**config.mk**
```make
export PLATFORM = sky130hd
export DESIGN_NAME = tdm_demux14_flat
export DESIGN_NICKNAME = d
export VERILOG_FILES = /design/src/rtl/tdm_demux14_if.sv /design/src/rtl/tdm_demux14.sv /design/src/flat_wrapper.sv
export SDC_FILE = /design/constraint.sdc
export NUM_CORES = 1
export LEC_CHECK = 0
export BUFFER_PORTS_ARGS = -buffer_cell sky130_fd_sc_hd__buf_2
export CORE_MARGIN = 5
export CORE_UTILIZATION = 45
export DETAILED_ROUTE_END_ITERATION = 7
export PLACE_DENSITY = 0.71
export SLEW_MARGIN = 25
export SYNTH_ARGS = -nofsm -noshare
export SYNTH_HDL_FRONTEND = slang
export SYNTH_SLANG_ARGS = --single-unit
```
**constraint.sdc**
```tcl
create_clock -name clk -period 2.4 [get_ports clk]
set_input_delay 0.72 -clock clk [delete_from_list [all_inputs] [get_ports clk]]
set_output_delay 0.72 -clock clk [all_outputs]
set_load 0.02 [all_outputs]
```
**src/rtl/tdm_demux14_if.sv**
```systemverilog
// TDM sample stream: one sample per din_valid beat, frame_sync marks slot 0.
interface tdm_demux14_if #(
  parameter int W = 8
);
  logic [W-1:0] din;
  logic         din_valid;
  logic         frame_sync;

  modport master (output din, din_valid, frame_sync);
  modport slave  (input  din, din_valid, frame_sync);
endinterface

```
**src/rtl/tdm_demux14.sv**
```systemverilog
// 1:4 TDM demux with frame-alignment FSM (HUNT/LOCKED); din -> yk latency 1 clk.
// No backpressure: every valid beat is consumed or dropped in the cycle it arrives.
module tdm_demux14 #(
  parameter int W      = 8,
  parameter int FCNT_W = 8
) (
  input  logic              clk,
  input  logic              rst,
  tdm_demux14_if.slave      s,
  output logic [W-1:0]      y0,
  output logic [W-1:0]      y1,
  output logic [W-1:0]      y2,
  output logic [W-1:0]      y3,
  output logic [3:0]        y_valid,
  output logic              frame_done,
  output logic              sync_err,
  output logic              locked,
  output logic [FCNT_W-1:0] frame_cnt
);

  typedef enum logic {HUNT, LOCKED} state_t;

  state_t     state;
  logic [1:0] slot;

  assign locked = (state == LOCKED);

  always_ff @(posedge clk or posedge rst) begin
    if (rst) begin
      state      <= HUNT;
      slot       <= 2'd0;
      y0         <= '0;
      y1         <= '0;
      y2         <= '0;
      y3         <= '0;
      y_valid    <= 4'b0000;
      frame_done <= 1'b0;
      sync_err   <= 1'b0;
      frame_cnt  <= '0;
    end else begin
      y_valid    <= 4'b0000;
      frame_done <= 1'b0;
      sync_err   <= 1'b0;
      if (s.din_valid) begin
        case (state)
          HUNT: begin
            if (s.frame_sync) begin
              y0      <= s.din;
              y_valid <= 4'b0001;
              slot    <= 2'd1;
              state   <= LOCKED;
            end
          end
          LOCKED: begin
            if (s.frame_sync) begin
              // Sync anywhere but slot 0 abandons the partial frame and restarts it.
              sync_err <= (slot != 2'd0);
              y0       <= s.din;
              y_valid  <= 4'b0001;
              slot     <= 2'd1;
            end else if (slot == 2'd0) begin
              sync_err <= 1'b1;
              state    <= HUNT;
            end else begin
              case (slot)
                2'd1:    y1 <= s.din;
                2'd2:    y2 <= s.din;
                default: y3 <= s.din;
              endcase
              y_valid <= 4'b0001 << slot;
              slot    <= slot + 2'd1;
              if (slot == 2'd3) begin
                frame_done <= 1'b1;
                frame_cnt  <= frame_cnt + FCNT_W'(1);
              end
            end
          end
          default: state <= HUNT;
        endcase
      end
    end
  end

endmodule
```
**src/flat_wrapper.sv**
```systemverilog
// flat-port wrapper written by rule: the top's interface ports become plain ports
module tdm_demux14_flat 
#(
  parameter int W      = 8,
  parameter int FCNT_W = 8
)
  (clk, rst, y0, y1, y2, y3, y_valid, frame_done, sync_err, locked, frame_cnt, s_din, s_din_valid, s_frame_sync);
  tdm_demux14_if #(.W(W)) s_i ();
  input  logic clk;
  input  logic rst;
  output logic [W-1:0] y0;
  output logic [W-1:0] y1;
  output logic [W-1:0] y2;
  output logic [W-1:0] y3;
  output logic [3:0] y_valid;
  output logic frame_done;
  output logic sync_err;
  output logic locked;
  output logic [FCNT_W-1:0] frame_cnt;
  input wire logic [$bits(s_i.din)-1:0] s_din;
  input wire logic [$bits(s_i.din_valid)-1:0] s_din_valid;
  input wire logic [$bits(s_i.frame_sync)-1:0] s_frame_sync;
  assign s_i.din = s_din;
  assign s_i.din_valid = s_din_valid;
  assign s_i.frame_sync = s_frame_sync;
  tdm_demux14 #(.W(W), .FCNT_W(FCNT_W)) u_core (.clk(clk), .rst(rst), .s(s_i), .y0(y0), .y1(y1), .y2(y2), .y3(y3), .y_valid(y_valid), .frame_done(frame_done), .sync_err(sync_err), .locked(locked), .frame_cnt(frame_cnt));
endmodule
```
# After elaboration in Yosys (flattened, before gate mapping)
# Index checks and enable logic that the tools add are counted.
[totals] regBits=49 in_bits=12 out_inout_bits=47 elab_cells=54
[op_classes] add_sub_neg=2 eq_ne=5 n_shift=1 n_mux=23 bitwise_logic=4 reduce_logical=9
[op_table] cell="AND reduction 5 bit" n=4
[op_table] cell="two-way mux 1 bit" n=13
[op_table] cell="two-way mux 4 bit" n=3
[op_table] cell="adder 8 x 1 -> 8 bit, second input constant" n=1
[op_table] cell="two-way mux 8 bit" n=1
[op_table] cell="case mux 4 bit (2 select lines)" n=1
[op_table] cell="two-way mux 2 bit" n=3
[op_table] cell="== test 2 bit, second input constant" n=2
[op_table] cell="inverter 1 bit" n=4
[op_table] cell="case mux 2 bit (2 select lines)" n=1
[op_table] cell="<< shifter 1 x 2 -> 4 bit, first input constant" n=1
[op_table] cell="inequality test 3 bit, second input constant" n=1
[op_table] cell="AND reduction 3 bit" n=1
[op_table] cell="adder 2 x 1 -> 2 bit, second input constant" n=1
[op_table] cell="== test 2 x 1 -> 1 bit, second input constant" n=1
[op_table] cell="logical NOT 2 bit" n=1
[op_table] cell="inequality test 2 bit, second input constant" n=1
[op_table] cell="case mux 1 bit (2 select lines)" n=1
[op_table] cell="AND reduction 2 bit" n=1
[op_table] cell="nonzero test 2 bit" n=1
[op_table] cell="OR reduction 2 bit" n=1

# Logic depth before layout (Yosys ltp)
# Gate-level depths: netlist of run 1.
[depth] word_depth=6 depth_mapped=7 depth_no_buf=7

# Worst setup path after synthesis of run 1
# Ideal clock, no wire load.
[synth_timing] kind="input to register" from="input s_frame_sync" to="register u_core.y1[0]" setup_time_ps=125 arrival_time_ps=1872 required_ps=2275 path_slack_ps=404 cell_stages=5 path_buffers=1 path_cell_list="clkbuf_1 > inv_1 > ha_1 > nand4_2 > mux2_2"
[synth_between] elab_chain_len=2
[synth_rtl] element="start: declaration" line="flat_wrapper.sv:22" source="input wire logic [$bits(s_i.frame_sync)-1:0] s_frame_sync;"
[synth_rtl] element="inverter 1 bit (no source line)"
[synth_rtl] element="AND reduction 5 bit (no source line)"
[synth_rtl] element="end signal: assignment" line="tdm_demux14.sv:66" source="2'd1: y1 <= s.din;"
[synth_rtl] element="end: declaration" line="tdm_demux14.sv:11" source="output logic [W-1:0] y1,"
# Every way passes these cells.
# A chain may end at the register's enable or synchronous reset.

# Worst setup path in the final report of run 1
[layout_timing] from="register u_core.slot[0]" to="register u_core.y3[2]"
[layout_between] elab_chain_len=4 word_cells_on_any_way=7 cone_classes="2 x eq/ne; 2 x bitwise; 3 x reduce/logical"
[layout_rtl] element="start: declaration" line="tdm_demux14.sv:24" source="logic [1:0] slot;"
[layout_rtl] element="start signal: assignment" line="tdm_demux14.sv:71" source="slot <= slot + 2'd1;"
[layout_rtl] element="== test 2 x 1 -> 1 bit / == test 2 bit (equally long branches)" line="tdm_demux14.sv:65" source="case (slot)"
[layout_rtl] element="OR reduction 2 bit (no source line)"
[layout_rtl] element="inverter 1 bit (no source line)"
[layout_rtl] element="AND reduction 5 bit (no source line) (*)"
[layout_rtl] element="end signal: assignment" line="tdm_demux14.sv:68" source="default: y3 <= s.din;"
[layout_rtl] element="end: declaration" line="tdm_demux14.sv:13" source="output logic [W-1:0] y3,"
# Every way passes the cells marked *; elsewhere a longest branch is shown, timed or not.

==> results of run 1 <==
cell families (layout without fill, tap and decap cells):
kind of cell / count (synthesis) / count (layout) / share of synthesized area
buffers and inverters: 11 / 75 / 0.0262
AO/OA/AOI/OAI: 5 / 5 / 0.0174
AND/OR/NAND/NOR: 26 / 26 / 0.0991
multiplexers: 33 / 33 / 0.185
flip-flops: 48 / 48 / 0.598
adder cells (fa/ha/maj): 7 / 7 / 0.0436
XOR/XNOR: 7 / 7 / 0.0305
metrics by stage:
stage               cell area (µm²)  power, mW  instances   util  setup slack, ns
finish                         2450       2.91        253  0.562            0.418
detailed placement             2350       2.45        245  0.540            0.204
CTS                            2450       2.95        253  0.562            0.390
global placement               2350       2.40        245  0.540            0.245
global route                   2450       3.10        253  0.562            0.243
floorplan                      2010       2.04        137      -            0.404
cell usage after synthesis (all sizes together), types with 2 or more instances:
| library cell | n |
|---|---|
| nand2 | 4 |
| nor3 | 2 |
| buf | 3 |
| xor2 | 6 |
| ha | 7 |
| nor2 | 4 |
| nand4 | 3 |
| nand3 | 5 |
| mux2 | 33 |
| nor3b | 4 |
| dfrtp | 48 |
| and3 | 2 |
| inv | 7 |
flip-flops by register name, indices dropped and copies added, names as in the netlist:
register	cells
u_core.frame_cnt	8
u_core.y3	8
u_core.locked	1
u_core.sync_err	1
u_core.slot	2
u_core.y0	8
u_core.frame_done	1
u_core.y1	8
u_core.y2	8
u_core.y_valid	3
routing by layer:
metal / part of all wire / GRT usage
met4: 0.021 / 0.0647
met2: 0.50 / 0.236
met1: 0.42 / 0.186
met5: 0 / 0
met3: 0.061 / 0.0398
worst paths after layout:
kind | to | cells past startpoint | start | slack, ns
min reg2reg | u_core.frame_cnt[7] | 1 | u_core.frame_cnt[7] | 0.48
min in group clk | u_core.frame_cnt[7] | 1 | u_core.frame_cnt[7] | 0.48
max in group asynchronous | u_core.y3[0] | 3 | rst | 1.37
min | u_core.y0[6] | 2 | rst | 0.45
max | u_core.y3[2] | 6 | u_core.slot[0] | 0.42
max reg2reg | u_core.y3[2] | 6 | u_core.slot[0] | 0.42
worst reg2reg max path, stage by stage (launching register included):
cell,delay [ns]
sky130_fd_sc_hd__dfrtp_1,0.42
sky130_fd_sc_hd__inv_1,0.11
sky130_fd_sc_hd__ha_1,0.22
sky130_fd_sc_hd__inv_1,0.06
sky130_fd_sc_hd__ha_1,0.31
sky130_fd_sc_hd__nand4b_2,0.37
sky130_fd_sc_hd__mux2_2,0.39
power by group through the flow:
| stage | clock (mW) | combinational, mW | sequential (mW) |
|---|---|---|---|
| 2_1_floorplan | 0 | 0.482 | 1.56 |
| 3_3_place_gp | 0 | 1.13 | 1.27 |
| 3_5_place_dp | 0 | 1.17 | 1.28 |
| 4_1_cts | 0.518 | 1.17 | 1.27 |
| 5_1_grt | 0.559 | 1.24 | 1.31 |
| 6_report | 0.495 | 1.15 | 1.26 |
final cells by class:
class / count / area [µm²] / share of cell area
flip-flops and latches: 48 / 1200 / 0.491
clock buffers: 6 / 82.6 / 0.0337
repair buffers: 60 / 305 / 0.125
multi-input cells: 78 / 754 / 0.308
clock inverters: 2 / 13.8 / 0.00562
well taps: 52 / 65.1 / 0.0266
inverters: 7 / 26.3 / 0.0107
==> qor.yml, run 1 <==
synth_fp_nets: 156
synth.top_cell.area_share: 0.598
layout.cells.most_common: "sky130_fd_sc_hd__buf_2"
via_count_of_the_first_global_routing_pass: 1364
worst_pin_slew_ns: 0.542
worst_path_dominant_cell_family: "adder cells"
critical_path.endpoint_type: "flip-flop"
cts.repair.resized: 0
setup-violations-final: 0
cts-root-buf: "sky130_fd_sc_hd__clkbuf_8"
worstPathBufferInverterCount: 2
powerDensity_nw_per_um2: 1190
outcome: "finished clean"
globalplace.congestion: 0.804
floorplan.die_area_um2: 5900
swShare: 0.383
antenna_found_initial: 0
timing.critical_path.from_type: "flip-flop"
synth.ff_latch_count: 48
synth.largest_area_cell: "sky130_fd_sc_hd__dfrtp_1"
ant_nets: 0
placement_rows: 24
rsz0062_at_grt: "false"
number_of_flops_mapped_to_enable_cells_by_yosys: 0
power.share.clock: 0.170
num_antenna_cells: 0
power.share.combinational: 0.396
netSwitchingPower_mw: 1.11
worst-setup-path-type: "flip-flop to flip-flop"
route.detailed.wl_per_inst_um: 16.1
mostFrequentLayoutCells: "sky130_fd_sc_hd__buf_2, sky130_fd_sc_hd__dfrtp_1, sky130_fd_sc_hd__mux2_2, sky130_fd_sc_hd__ha_1"
finClkSkew_ns: 0.00636
timing.critical_path.slowest_cell_delay_ns: 0.42
drc: 0
cts_sinks: 48
total_grt_usage: 0.147
data_arrival_time_of_the_worst_path_ns: 2.16
io_pins: 59
cts_setup_buffers: 0
die_h_um: 76.8
synth.cell_area_um2: 2010
syn-mean-instance-area_um2: 14.7
placement.io_buffers: 58
path_clk_slew_ns: 0.09
min_period_over_period: 0.826
critical-path-slowest-cell: "sky130_fd_sc_hd__dfrtp_1"
period_minus_slack_ns: 1.98
hold_viol: 0
critical_path.max_fanout: 8
max-vdd-ir-drop_uv: 574
slew_headroom: 0.639
synth_top_flop_cell: "sky130_fd_sc_hd__dfrtp_1"
cts_hold_fix_bufs: 0
synth.lib_cells_used.distinct: 23
floorplan.core_area_um2: 4350
syn_to_final_growth_pct: 21.9
detailed_routing_iteration_count_for_the_pre_antenna_repair_pass: 4
synth.yosys.seq_area_share: 0.598
first_iter_violations: 77
synthesis.instances: 137
clock_path_buffers: 2
largest_net_degree_at_the_start_of_global_routing: 27
cell_leakage_power_nw: 1.28
required_ns: 2.58
htreeDepth: 2
yosysWarningCount: 0
drive_above_1_share: 0.532
clkLatencyLatePin_ns: 0.29
tns_ns: 0
tritoncts.num_buffers: 5
chipWidth_um: 76.8
cts_tree: "built"
ys_async_sr_fraction: 1.00
globalRouteOverflowTotal: 0
num_vias: 1286
vias_cell: 5.08
design.final.nets: 219
intPower_mw: 1.80
holdWs_ns: 0.448
starting_density_of_the_core: 0.461
maxSlewViolCount: 0
critical_path_cell_sequence: "inv_1 -> ha_1 -> inv_1 -> ha_1 -> nand4b_2 -> mux2_2"
number_of_violations_of_the_max_capacitance_limit: 0
total_wirelength_um: 4080
grt_pass1_wl_um: 6930
layout.filler_cells: 389
register_share_of_total_power: 0.434
synth_area_leaders: "sky130_fd_sc_hd__dfrtp_1, sky130_fd_sc_hd__mux2_2, sky130_fd_sc_hd__ha_1"
max_freq_ghz: 0.504
hpwlAfterDp_um: 3170
classification_of_the_worst_slack_hold_path: "input port to async pin"
(Power assumes the default switching activity.)
==> run 2, diff against run 1 <==
--- a/config.mk
+++ b/config.mk
@@ -9,7 +9,7 @@
 export CORE_MARGIN = 5
 export CORE_UTILIZATION = 45
 export DETAILED_ROUTE_END_ITERATION = 7
-export PLACE_DENSITY = 0.71
+export PLACE_DENSITY = 0.74
 export SLEW_MARGIN = 25
 export SYNTH_ARGS = -nofsm -noshare
 export SYNTH_HDL_FRONTEND = slang
==> constraint.sdc (replaced) <==
create_clock -name clk -period 1.75 [get_ports clk]
set_input_delay 0.525 -clock clk [delete_from_list [all_inputs] [get_ports clk]]
set_output_delay 0.525 -clock clk [all_outputs]
set_load 0.02 [all_outputs]
==> run 2 against run 1 <==
Count of clock-buffer cells in the layout unchanged. Critical endpoint is now locked. Combinational power is 48% higher. Sequential power grew 36%. Largest power group unchanged. Final cell count increased by 2.8%. Via count grew 1.8%. Core utilization rose by 2.4 points.
==> qor.yml, run 2 (same netlist as run 1, synthesis figures left out) <==
power.share.combinational: 0.416
netSwitchingPower_mw: 1.55
largest_net_degree_at_the_start_of_global_routing: 49
cts_tree: "built"
worst_pin_slew_ns: 0.365
max-vdd-ir-drop_uv: 717
clock_path_buffers: 2
die_h_um: 76.8
floorplan.die_area_um2: 5900
tritoncts.num_buffers: 5
globalplace.congestion: 0.838
critical_path_cell_sequence: "buf_2"
worst_path_dominant_cell_family: "flip-flops"
outcome: "finished clean"
final.setup.worst_slack_ns: 0.123
mostFrequentLayoutCells: "sky130_fd_sc_hd__buf_2, sky130_fd_sc_hd__dfrtp_1, sky130_fd_sc_hd__mux2_2"
power.share.clock: 0.167
startpoint: "u_core.locked"
cell_area_after_layout_um2: 2550
hpwlAfterDp_um: 2900
intPower_mw: 2.54
finClkSkew_ns: 0.00707
worstPathBufferInverterCount: 1
slew_headroom: 0.757
timing.critical_path.from_type: "flip-flop"
setup-violations-final: 0
powerDensity_nw_per_um2: 1600
classification_of_the_worst_slack_hold_path: "input port to async pin"
total_grt_usage: 0.141
antenna_found_initial: 0
layout.filler_cells: 355
drive_above_1_share: 0.553
num_vias: 1309
starting_density_of_the_core: 0.461
timing.critical_path.slowest_cell_delay_ns: 0.57
required_ns: 1.22
path_clk_slew_ns: 0.09
clkLatencyLatePin_ns: 0.30
floorplan.core_area_um2: 4350
max_freq_ghz: 0.615
multi_input_area_um2: 776
globalRouteOverflowTotal: 0
hold_viol: 0
grt_pass1_wl_um: 6690
cts-root-buf: "sky130_fd_sc_hd__clkbuf_8"
htreeDepth: 2
maxSlewViolCount: 0
dpl_cell_area_um2: 2450
min_period_over_period: 0.930
register_share_of_total_power: 0.417
period_minus_slack_ns: 1.63
critical_path.endpoint_type: "output pin"
rsz0062_at_grt: "false"
ant_nets: 0
syn_to_final_growth_pct: 27.1
via_count_of_the_first_global_routing_pass: 1402
place_worst_setup_slack_ns: 0.0732
register_area_um2: 1200
num_antenna_cells: 0
drc: 0
io_pins: 59
worst-setup-path-type: "flip-flop to output pin"
worstReg2RegStart: "u_core.slot[0]"
placement_rows: 24
cell_leakage_power_nw: 1.31
layout.cells.most_common: "sky130_fd_sc_hd__buf_2"
first_iter_violations: 74
cts_sinks: 48
total_wirelength_um: 3840
critical_path.max_fanout: 6
vias_cell: 5.03
chipWidth_um: 76.8
tns_ns: 0
placement.io_buffers: 58
design.final.nets: 226
worst-r2r-setup-slack_ns: 0.13
route.detailed.wl_per_inst_um: 14.8
data_arrival_time_of_the_worst_path_ns: 1.10
critical-path-slowest-cell: "sky130_fd_sc_hd__dfrtp_1"
swShare: 0.378
detailed_routing_iteration_count_for_the_pre_antenna_repair_pass: 4
number_of_violations_of_the_max_capacitance_limit: 0
==> run 2: metal layers <==
layer,part of all wire,track usage,routed length (µm)
met5,0,0,0
met4,0.022,0.0612,86
met3,0.066,0.0527,254
met2,0.47,0.222,1810
met1,0.44,0.174,1690
==> run 2: layout make-up <==
cell class / instances / share of cell area
clock buffer: 6 / 0.0324
clock inverter: 2 / 0.00588
tap: 52 / 0.0255
inverter: 7 / 0.0103
sequential: 48 / 0.471
timing repair buffer: 67 / 0.151
multi-input combinational: 78 / 0.304
==> run 2: repair_timing <==
action | 4_1_cts | 5_1_grt
gates resized for setup | 0 | 1
endpoints found under the setup margin | 0 | 2
hold buffers | 0 | 0
setup buffers | 0 | 0
==> run 2: per-stage QoR <==
| step | power (mW) | std cells | hold slack, ns | util |
|---|---|---|---|---|
| 6_report | 4.09 | 260 | 0.242 | 0.586 |
| 5_1_grt | 4.36 | 260 | 0.260 | 0.586 |
| 4_1_cts | 4.14 | 260 | 0.249 | 0.585 |
| 3_5_place_dp | 3.45 | 252 | 0.466 | 0.563 |
| 3_3_place_gp | 3.42 | 252 | 0.463 | 0.563 |
| 2_1_floorplan | 2.84 | 137 | 0.547 | - |
==> run 2: power by group through the flow <==
stage | Clock [mW] | Sequential, mW | Combinational (mW)
final | 0.684 | 1.71 | 1.70
after floorplan | 0 | 2.14 | 0.693
after detailed placement | 0 | 1.73 | 1.72
after CTS | 0.710 | 1.71 | 1.72
after global placement | 0 | 1.72 | 1.69
after global routing | 0.754 | 1.76 | 1.84
==> run 2: path summary, 6_finish.rpt <==
check	to	cells past startpoint
max	locked	1
min	u_core.y_valid[0]	3
max reg2reg	u_core.frame_cnt[4]	8
min reg2reg	u_core.frame_cnt[7]	1
max in group asynchronous	u_core.y1[6]	3
min in group clk	u_core.frame_cnt[7]	1
